===== config.mk =====
export PLATFORM = sky130hd
export DESIGN_NAME = openofdm_rx_pkt_ctrl
export DESIGN_NICKNAME = d
export VERILOG_FILES = /design/src/rtl/openofdm_rx_pkt_ctrl.sv
export SDC_FILE = /design/constraint.sdc
export NUM_CORES = 1
export LEC_CHECK = 0
export BUFFER_PORTS_ARGS = -buffer_cell sky130_fd_sc_hd__buf_4
export CORE_MARGIN = 2
export CORE_UTILIZATION = 30
export CTS_CLUSTER_SIZE = 28
export DETAILED_ROUTE_END_ITERATION = 12
export PLACE_DENSITY_LB_ADDON = 0.05
export SLEW_MARGIN = 20
export SYNTH_ARGS = -nofsm -noshare
export SYNTH_HDL_FRONTEND = slang
export SYNTH_SLANG_ARGS = --single-unit
export TNS_END_PERCENT = 10

===== constraint.sdc =====
create_clock -name s00_axi_aclk -period 4.4 [get_ports s00_axi_aclk]
set_input_delay 0.44 -clock s00_axi_aclk [delete_from_list [all_inputs] [get_ports s00_axi_aclk]]
set_output_delay 0.44 -clock s00_axi_aclk [all_outputs]
set_load 0.02 [all_outputs]

===== src/rtl/openofdm_rx_pkt_ctrl.sv =====
// Per-packet sequencer/watchdog for the dot11 receive core: tracks preamble/SIG/payload/FCS,
// aborts via core_rst on stall, bad header or disable. Optional counters: OPENOFDM_RX_PKT_STATS_EN.
module openofdm_rx_pkt_ctrl #(
  parameter int RST_CYCLES = 4,
  parameter int TMR_WIDTH  = 16
) (
  input  logic                 s00_axi_aclk,
  input  logic                 s00_axi_aresetn,
  input  logic                 enable,
  input  logic                 short_preamble_detected,
  input  logic                 long_preamble_detected,
  input  logic                 pkt_header_valid_strobe,
  input  logic                 pkt_header_valid,
  input  logic                 ht_unsupport,
  input  logic                 byte_out_strobe,
  input  logic                 fcs_out_strobe,
  input  logic                 fcs_ok,
  input  logic [TMR_WIDTH-1:0] cfg_long_tmo,
  input  logic [TMR_WIDTH-1:0] cfg_sig_tmo,
  input  logic [TMR_WIDTH-1:0] cfg_byte_tmo,
  output logic                 core_rst,
  output logic                 rx_busy,
  output logic [2:0]           ctrl_state,
  output logic                 pkt_done_stb,
  output logic [2:0]           result_code
`ifdef OPENOFDM_RX_PKT_STATS_EN
  ,
  output logic [15:0]          pkt_ok_cnt,
  output logic [15:0]          pkt_err_cnt
`endif
);

  typedef enum logic [2:0] {
    IDLE      = 3'd0,
    WAIT_LONG = 3'd1,
    WAIT_SIG  = 3'd2,
    PAYLOAD   = 3'd3,
    FLUSH     = 3'd4
  } state_t;

  localparam logic [2:0] CODE_OK       = 3'd0;
  localparam logic [2:0] CODE_FCS_BAD  = 3'd1;
  localparam logic [2:0] CODE_LONG_TMO = 3'd2;
  localparam logic [2:0] CODE_SIG_TMO  = 3'd3;
  localparam logic [2:0] CODE_HDR_BAD  = 3'd4;
  localparam logic [2:0] CODE_HT_UNSUP = 3'd5;
  localparam logic [2:0] CODE_BYTE_TMO = 3'd6;
  localparam logic [2:0] CODE_DISABLED = 3'd7;

  localparam logic [TMR_WIDTH-1:0] TMR_ONE  = TMR_WIDTH'(1);
  localparam logic [TMR_WIDTH-1:0] TMR_MAX  = '1;
  localparam logic [TMR_WIDTH-1:0] RST_LAST = TMR_WIDTH'(RST_CYCLES - 1);

  state_t               state;
  state_t               state_nxt;
  logic [TMR_WIDTH-1:0] timer;
  logic [TMR_WIDTH-1:0] timer_nxt;
  logic                 timer_clr;
  logic                 done_nxt;
  logic [2:0]           code_nxt;

  // A zero limit disables the watchdog; otherwise the stage may last exactly cfg cycles.
  function automatic logic tmo_hit(input logic [TMR_WIDTH-1:0] tmr,
                                   input logic [TMR_WIDTH-1:0] cfg);
    return (cfg != '0) && (tmr == (cfg - TMR_ONE));
  endfunction

  function automatic logic [TMR_WIDTH-1:0] tmr_inc(input logic [TMR_WIDTH-1:0] tmr);
    return (tmr == TMR_MAX) ? tmr : (tmr + TMR_ONE);
  endfunction

  always_comb begin
    state_nxt = state;
    timer_clr = 1'b0;
    done_nxt  = 1'b0;
    code_nxt  = result_code;
    case (state)
      IDLE: begin
        if (enable && short_preamble_detected) state_nxt = WAIT_LONG;
      end
      WAIT_LONG: begin
        if (!enable) begin
          state_nxt = FLUSH;
          done_nxt  = 1'b1;
          code_nxt  = CODE_DISABLED;
        end else if (long_preamble_detected) begin
          state_nxt = WAIT_SIG;
        end else if (tmo_hit(timer, cfg_long_tmo)) begin
          state_nxt = FLUSH;
          done_nxt  = 1'b1;
          code_nxt  = CODE_LONG_TMO;
        end
      end
      WAIT_SIG: begin
        if (!enable) begin
          state_nxt = FLUSH;
          done_nxt  = 1'b1;
          code_nxt  = CODE_DISABLED;
        end else if (pkt_header_valid_strobe) begin
          // HT-unsupported outranks a parity/rate failure reported in the same strobe.
          if (ht_unsupport) begin
            state_nxt = FLUSH;
            done_nxt  = 1'b1;
            code_nxt  = CODE_HT_UNSUP;
          end else if (!pkt_header_valid) begin
            state_nxt = FLUSH;
            done_nxt  = 1'b1;
            code_nxt  = CODE_HDR_BAD;
          end else begin
            state_nxt = PAYLOAD;
          end
        end else if (tmo_hit(timer, cfg_sig_tmo)) begin
          state_nxt = FLUSH;
          done_nxt  = 1'b1;
          code_nxt  = CODE_SIG_TMO;
        end
      end
      PAYLOAD: begin
        if (!enable) begin
          state_nxt = FLUSH;
          done_nxt  = 1'b1;
          code_nxt  = CODE_DISABLED;
        end else if (fcs_out_strobe) begin
          state_nxt = IDLE;
          done_nxt  = 1'b1;
          code_nxt  = fcs_ok ? CODE_OK : CODE_FCS_BAD;
        end else if (byte_out_strobe) begin
          timer_clr = 1'b1;
        end else if (tmo_hit(timer, cfg_byte_tmo)) begin
          state_nxt = FLUSH;
          done_nxt  = 1'b1;
          code_nxt  = CODE_BYTE_TMO;
        end
      end
      FLUSH: begin
        // The timer counts the core-reset cycles; all inputs are ignored here.
        if (timer == RST_LAST) state_nxt = IDLE;
      end
      default: begin
        state_nxt = IDLE;
      end
    endcase
    timer_nxt = ((state_nxt != state) || timer_clr) ? '0 : tmr_inc(timer);
  end

  always_ff @(posedge s00_axi_aclk or negedge s00_axi_aresetn) begin
    if (!s00_axi_aresetn) begin
      state        <= IDLE;
      timer        <= '0;
      core_rst     <= 1'b0;
      rx_busy      <= 1'b0;
      pkt_done_stb <= 1'b0;
      result_code  <= CODE_OK;
    end else begin
      state        <= state_nxt;
      timer        <= timer_nxt;
      core_rst     <= (state_nxt == FLUSH);
      rx_busy      <= (state_nxt != IDLE);
      pkt_done_stb <= done_nxt;
      result_code  <= code_nxt;
    end
  end

  assign ctrl_state = state;

`ifdef OPENOFDM_RX_PKT_STATS_EN
  function automatic logic [15:0] cnt_inc(input logic [15:0] cnt);
    return (cnt == 16'hFFFF) ? cnt : (cnt + 16'd1);
  endfunction

  // Counts follow the registered strobe, so they land one cycle after pkt_done_stb.
  always_ff @(posedge s00_axi_aclk or negedge s00_axi_aresetn) begin
    if (!s00_axi_aresetn) begin
      pkt_ok_cnt  <= 16'd0;
      pkt_err_cnt <= 16'd0;
    end else if (pkt_done_stb) begin
      if (result_code == CODE_OK) pkt_ok_cnt  <= cnt_inc(pkt_ok_cnt);
      else                        pkt_err_cnt <= cnt_inc(pkt_err_cnt);
    end
  end
`else
  // Statistics counters are not built in this configuration.
`endif

endmodule


# ---- After elaboration in Yosys (flattened, before gate mapping)
# Index checks and enable logic that the tools add are counted.
dict set report word_totals {
  reg_bits 25
  output_inout_bits 9
  elab_cells 88
}
dict set report classes {
  n_addsub 4
  eq_ne 18
  n_mux 48
  reduce_logical 12
}
# operator n
set op_table {}
lappend op_table {{$mux 3} 26}
lappend op_table {{$eq 16x16->1} 3}
lappend op_table {{$reduce_bool 16->1} 3}
lappend op_table {{$sub 16x1->16 const B} 3}
lappend op_table {{$mux 16} 2}
lappend op_table {{$mux 1} 17}
lappend op_table {{$add 16x1->16 const B} 1}
lappend op_table {{$eq 16x16->1 const B} 1}
lappend op_table {{$eq 16x2->1 const B} 1}
lappend op_table {{$pmux 3 s5} 1}
lappend op_table {{$ne 4x4->1 const B} 3}
lappend op_table {{$pmux 3 s3} 1}
lappend op_table {{$reduce_and 7->1} 1}
lappend op_table {{$eq 3x2->1 const B} 2}
lappend op_table {{$eq 3x3->1 const B} 2}
lappend op_table {{$ne 3x3->1 const B} 2}
lappend op_table {{$reduce_bool 3->1} 2}
lappend op_table {{$ne 5x5->1 const B} 1}
lappend op_table {{$logic_and 1x1->1} 4}
lappend op_table {{$eq 3x1->1 const B} 1}
lappend op_table {{$logic_not 3->1} 1}
lappend op_table {{$ne 3x3->1} 1}
lappend op_table {{$pmux 1 s3} 1}
lappend op_table {{$ne 2x2->1 const B} 1}
lappend op_table {{$logic_or 1x1->1} 1}

# ---- Logic depth before layout (Yosys ltp)
dict set report logic_depth {
  ltp_word 11
  depth_mapped 12
  depth_no_buf 10
}

# ---- Least setup slack after synthesis
# No wires, ideal clock.
dict set report synth_timing {
  path_type {input to register}
  start {in cfg_sig_tmo[0]}
  end {reg result_code[0]}
  setup_ps 125
  arrival_ps 2856
  setup_slack_ps 1419
  cell_stages 10
  path_buffers 0
  path_cell_list {inv_1 ha_1 or4b_1 or4_1 a21boi_0 o32a_2 a41oi_2 or2_4 o21ai_4 mux2_4}
}
dict set report synth_via {
  elab_chain_cells 5
  word_cells_on_any_way 6
  cone_classes {add/sub: 1; eq/ne: 2; reduce/logical: 3}
}
# element line_no
set synth_lines {}
lappend synth_lines {{start, declared} 19} ;# input logic [TMR_WIDTH-1:0] cfg_sig_tmo,
lappend synth_lines {{$sub 16x1->16} 65} ;# return (cfg != '0) && (tmr == (cfg - TMR_ONE));
lappend synth_lines {{$eq 16x16->1} 65}
lappend synth_lines {{$logic_and 1x1->1 (*)} 65}
lappend synth_lines {{$ne 4x4->1 (no line) (*)} --}
lappend synth_lines {{$reduce_and 7->1 (no line) (*)} --}
lappend synth_lines {{end signal, assigned} 160} ;# result_code <= code_nxt;
lappend synth_lines {{end, declared} 25} ;# output logic [2:0] result_code
# Mark *: on every way between the ends. The rest lies on a longest branch, timed or not.
# A chain may end at the register's enable or synchronous reset.

# ---- Final worst setup path
dict set report layout_timing {
  start {in cfg_long_tmo[0]}
  end {reg rx_busy}
}
dict set report layout_via {
  elab_chain_cells 8
  word_cells_on_any_way 9
  cone_classes {add/sub: 1; eq/ne: 1; mux: 4; reduce/logical: 3}
}
# element line_no
set layout_lines {}
lappend layout_lines {{start, declared} 18} ;# input logic [TMR_WIDTH-1:0] cfg_long_tmo,
lappend layout_lines {{$sub 16x1->16} 65}
lappend layout_lines {{$eq 16x16->1} 65}
lappend layout_lines {{$logic_and 1x1->1 (*)} 65}
lappend layout_lines {{$mux 3 (*)} 88} ;# end else if (tmo_hit(timer, cfg_long_tmo)) begin
lappend layout_lines {{$mux 3 (*)} 86} ;# end else if (long_preamble_detected) begin
lappend layout_lines {{$mux 3 (*)} 82} ;# if (!enable) begin
lappend layout_lines {{$pmux 3 s5 (*)} 77} ;# case (state)
lappend layout_lines {{net state_nxt[2]} 55} ;# state_t state_nxt;
lappend layout_lines {{$reduce_bool 3->1 (*)} 158} ;# rx_busy <= (state_nxt != IDLE);
lappend layout_lines {{end signal, assigned} 158}
lappend layout_lines {{end, declared} 22} ;# output logic rx_busy,
# The timed path passes the listed nets; every way through them passes the cells marked *.

==> results_dict.tcl <==
set metrics [dict create \
    outcome "finished, final reports clean" \
    post-route-period-util 0.710 \
    grt_max_degree 26 \
    synth_cell_types 67 \
    cts_tree "built" \
    synth_area_sq_mm 0.00337 \
    drt-initial-drc-count 117 \
    cts.htree.levels 1 \
    fin_nets 539 \
    cap_violations 0 \
    synth_area_leader_cell "dfrtp_1" \
    antenna_left 0 \
    syn_avg_cell_area_sq_um 7.83 \
    synth_seq_cells 25 \
    p_sw_frac 0.426 \
    clkSinkCount 25 \
    yosysSeqAreaShare 0.185 \
    port_buffers 67 \
    drc 0 \
    top_layer_used "met4" \
    core_area_sq_mm 0.0109 \
    p_switching_mw 0.401 \
    cellPowerDensity_mw_per_mm2 235 \
    p_seq_frac 0.368 \
    slew_violations 0 \
    ys_top_cells_by_area "dfrtp_1 (19%), xnor2_1 (10%), xor2_1 (6.5%)" \
    die_x_microns 110 \
    cp-start-kind "primary input" \
    multi_input_area_sq_mm 0.00256 \
    drive_gt1_frac 0.206 \
    grt_remaining_overflow 0 \
    place_congestion 0.896 \
    drtPass1Iterations 4 \
    cts_inserted_buffers 3 \
    tns_ns 0 \
    worst_slew_pin_slew_ns 0.761 \
    total_power_mw 0.940 \
    grt_pass1_vias 3431 \
    grt_setup_unrepaired "false" \
    setup_viol 0 \
    place_hpwl_microns 8590 \
    critical_path_class "primary input to flop" \
    wl_met3_microns 398 \
    synth_edf_count 0 \
    fillers 1168 \
    vias 3455 \
    seq_area_sq_um 626 \
    yosysMostFrequentCell "xnor2_1" \
    drt-met1-wl_microns 5390 \
    cp.required_ns 4.56 \
    start_util 0.310 \
    cts_resized 0 \
    clk_latency_ns 0.28 \
    synth_nets 494 \
    route.met2.wl_microns 5310 \
    rows 38 \
    syn_inst 431 \
    min_period_ns 3.12 \
    async_flop_share 1.00 \
    hold_path_class "primary input to async pin" \
    wirelength_microns 11400 \
    comb_power_share 0.477 \
    ir_drop_mv 0.110 \
    grt_pass1_wl_microns 18000 \
    postCtsHoldBufs 0 \
    clock_skew_ns 0.00833 \
    clock_path_buffers 2 \
    p_int_mw 0.540 \
    yosys.area.top_type_share 0.185 \
    synthFlopType "dfrtp_1" \
    via_per_inst 5.62 \
    root_buffer "clkbuf_8" \
    ys_top_cells_by_count "xnor2_1 (39), nor3_1 (27), nand2_1 (26), dfrtp_1 (25), xor2_1 (25)" \
    dieArea_sq_mm 0.0121 \
    final_hold_viol_count 0 \
    cp-end-kind "flop" \
    diodes 0 \
    cellLeakagePower_nw 1.57 \
    antenna_found_initial 0 \
    clk_pin_slew_ns 0.10 \
    track_usage 0.193 \
    area_growth_syn_to_layout_pct 18.4 \
    slew_headroom 0.485 \
    fmax_mhz 320 \
    ys_warn_count 0 \
    wl_per_cell_microns 18.5 \
    path_max_fanout 9 \
    fp.dieH_microns 110 \
    arrival_ns 3.28 \
    post_cts_buffers 0 \
    io_pins 68 \
    p_clk_frac 0.155 \
]
## registers in the layout, indices dropped and copies added, names as in the netlist
| signal | cells |
|---|---|
| core_rst | 1 |
| ctrl_state | 3 |
| pkt_done_stb | 1 |
| timer | 16 |
| rx_busy | 1 |
| result_code | 3 |
## power by group through the flow
stage / clock network, mW / logic [mW] / registers (mW)
6_report: 0.146 / 0.448 / 0.346
5_1_grt: 0.159 / 0.498 / 0.351
4_1_cts: 0.151 / 0.452 / 0.348
3_5_place_dp: 0 / 0.450 / 0.352
3_3_place_gp: 0 / 0.452 / 0.356
2_1_floorplan: 0 / 0.290 / 0.323
## cell families after synthesis
family,after synthesis,synth area share
simple gates,200,0.360
xor+xnor,65,0.173
buf+inv,47,0.0549
mux,11,0.0364
compound gates,79,0.176
flops,25,0.185
fa+ha+maj,4,0.0148
## stage by stage
stage | setup WS [ns] | area (sq um) | hold slack (ns) | instances | utilization
6_report | 1.28 | 3990 | 0.0577 | 615 | 0.367
5_1_grt | 1.08 | 3990 | 0.0669 | 615 | 0.367
4_1_cts | 1.31 | 3990 | 0.0688 | 615 | 0.367
3_5_place_dp | 1.01 | 3950 | 0.379 | 611 | 0.362
3_3_place_gp | 1.02 | 3950 | 0.379 | 611 | 0.362
2_1_floorplan | 1.42 | 3370 | 0.144 | 431 | -
## metal layers
metal  up-vias  track usage
met4         0       0.0606
met1      1674        0.264
met3        21       0.0206
li1       1690            -
met2        70        0.319
met5         -            0
## worst max-delay path: stages
cell and delay [ns]:
buf_4 0.12, inv_1 0.05, ha_1 0.23, or4b_1 0.62
nor4_1 0.29, mux2_2 0.37, o211a_1 0.18, a32oi_1 0.43
o211ai_1 0.18, or3_1 0.37
## cell type report
| class | count | area share |
|---|---|---|
| clock inverters | 1 | 0.00188 |
| inverters | 19 | 0.0179 |
| flip-flops and latches | 25 | 0.157 |
| well taps | 140 | 0.0439 |
| repair buffers | 68 | 0.128 |
| clock buffers | 3 | 0.0103 |
| multi-input cells | 359 | 0.642 |
## layout by cell type, fill, tap and decap left out, types with 4 or more instances in the layout
cell and instances:
o21ai_0 14, a31oi_1 4, nand3_1 12, nor3_1 27, xor2_1 25, nand2b_1 5
a2bb2oi_1 4, nor4_1 20, dfrtp_1 25, or2_2 6, ha_1 4, inv_1 18
o22ai_1 6, a21oi_1 14, buf_4 68, nand2_1 26, nor2b_1 12, nand4_1 11
xnor2_1 39, mux2i_1 7, or3_1 11, and4_1 5, and2_1 6, nor2_1 22
nor3b_1 4, nor4b_1 6, or4_1 5, and3_1 6
## path summary, 6_finish.rpt
check	end	slack, ns	startpoint	depth (start not counted)
worst max-delay path	rx_busy	1.28	cfg_long_tmo[0]	10
worst min-delay path	timer[9]	0.06	s00_axi_aresetn	1
worst max register to register	result_code[2]	1.39	timer[4]	7
worst min register to register	result_code[0]	0.53	result_code[0]	1
max in group asynchronous	timer[2]	4.06	s00_axi_aresetn	1
min in group s00_axi_aclk	result_code[0]	0.53	result_code[0]	1
Power figures use the tool's default switching activity.
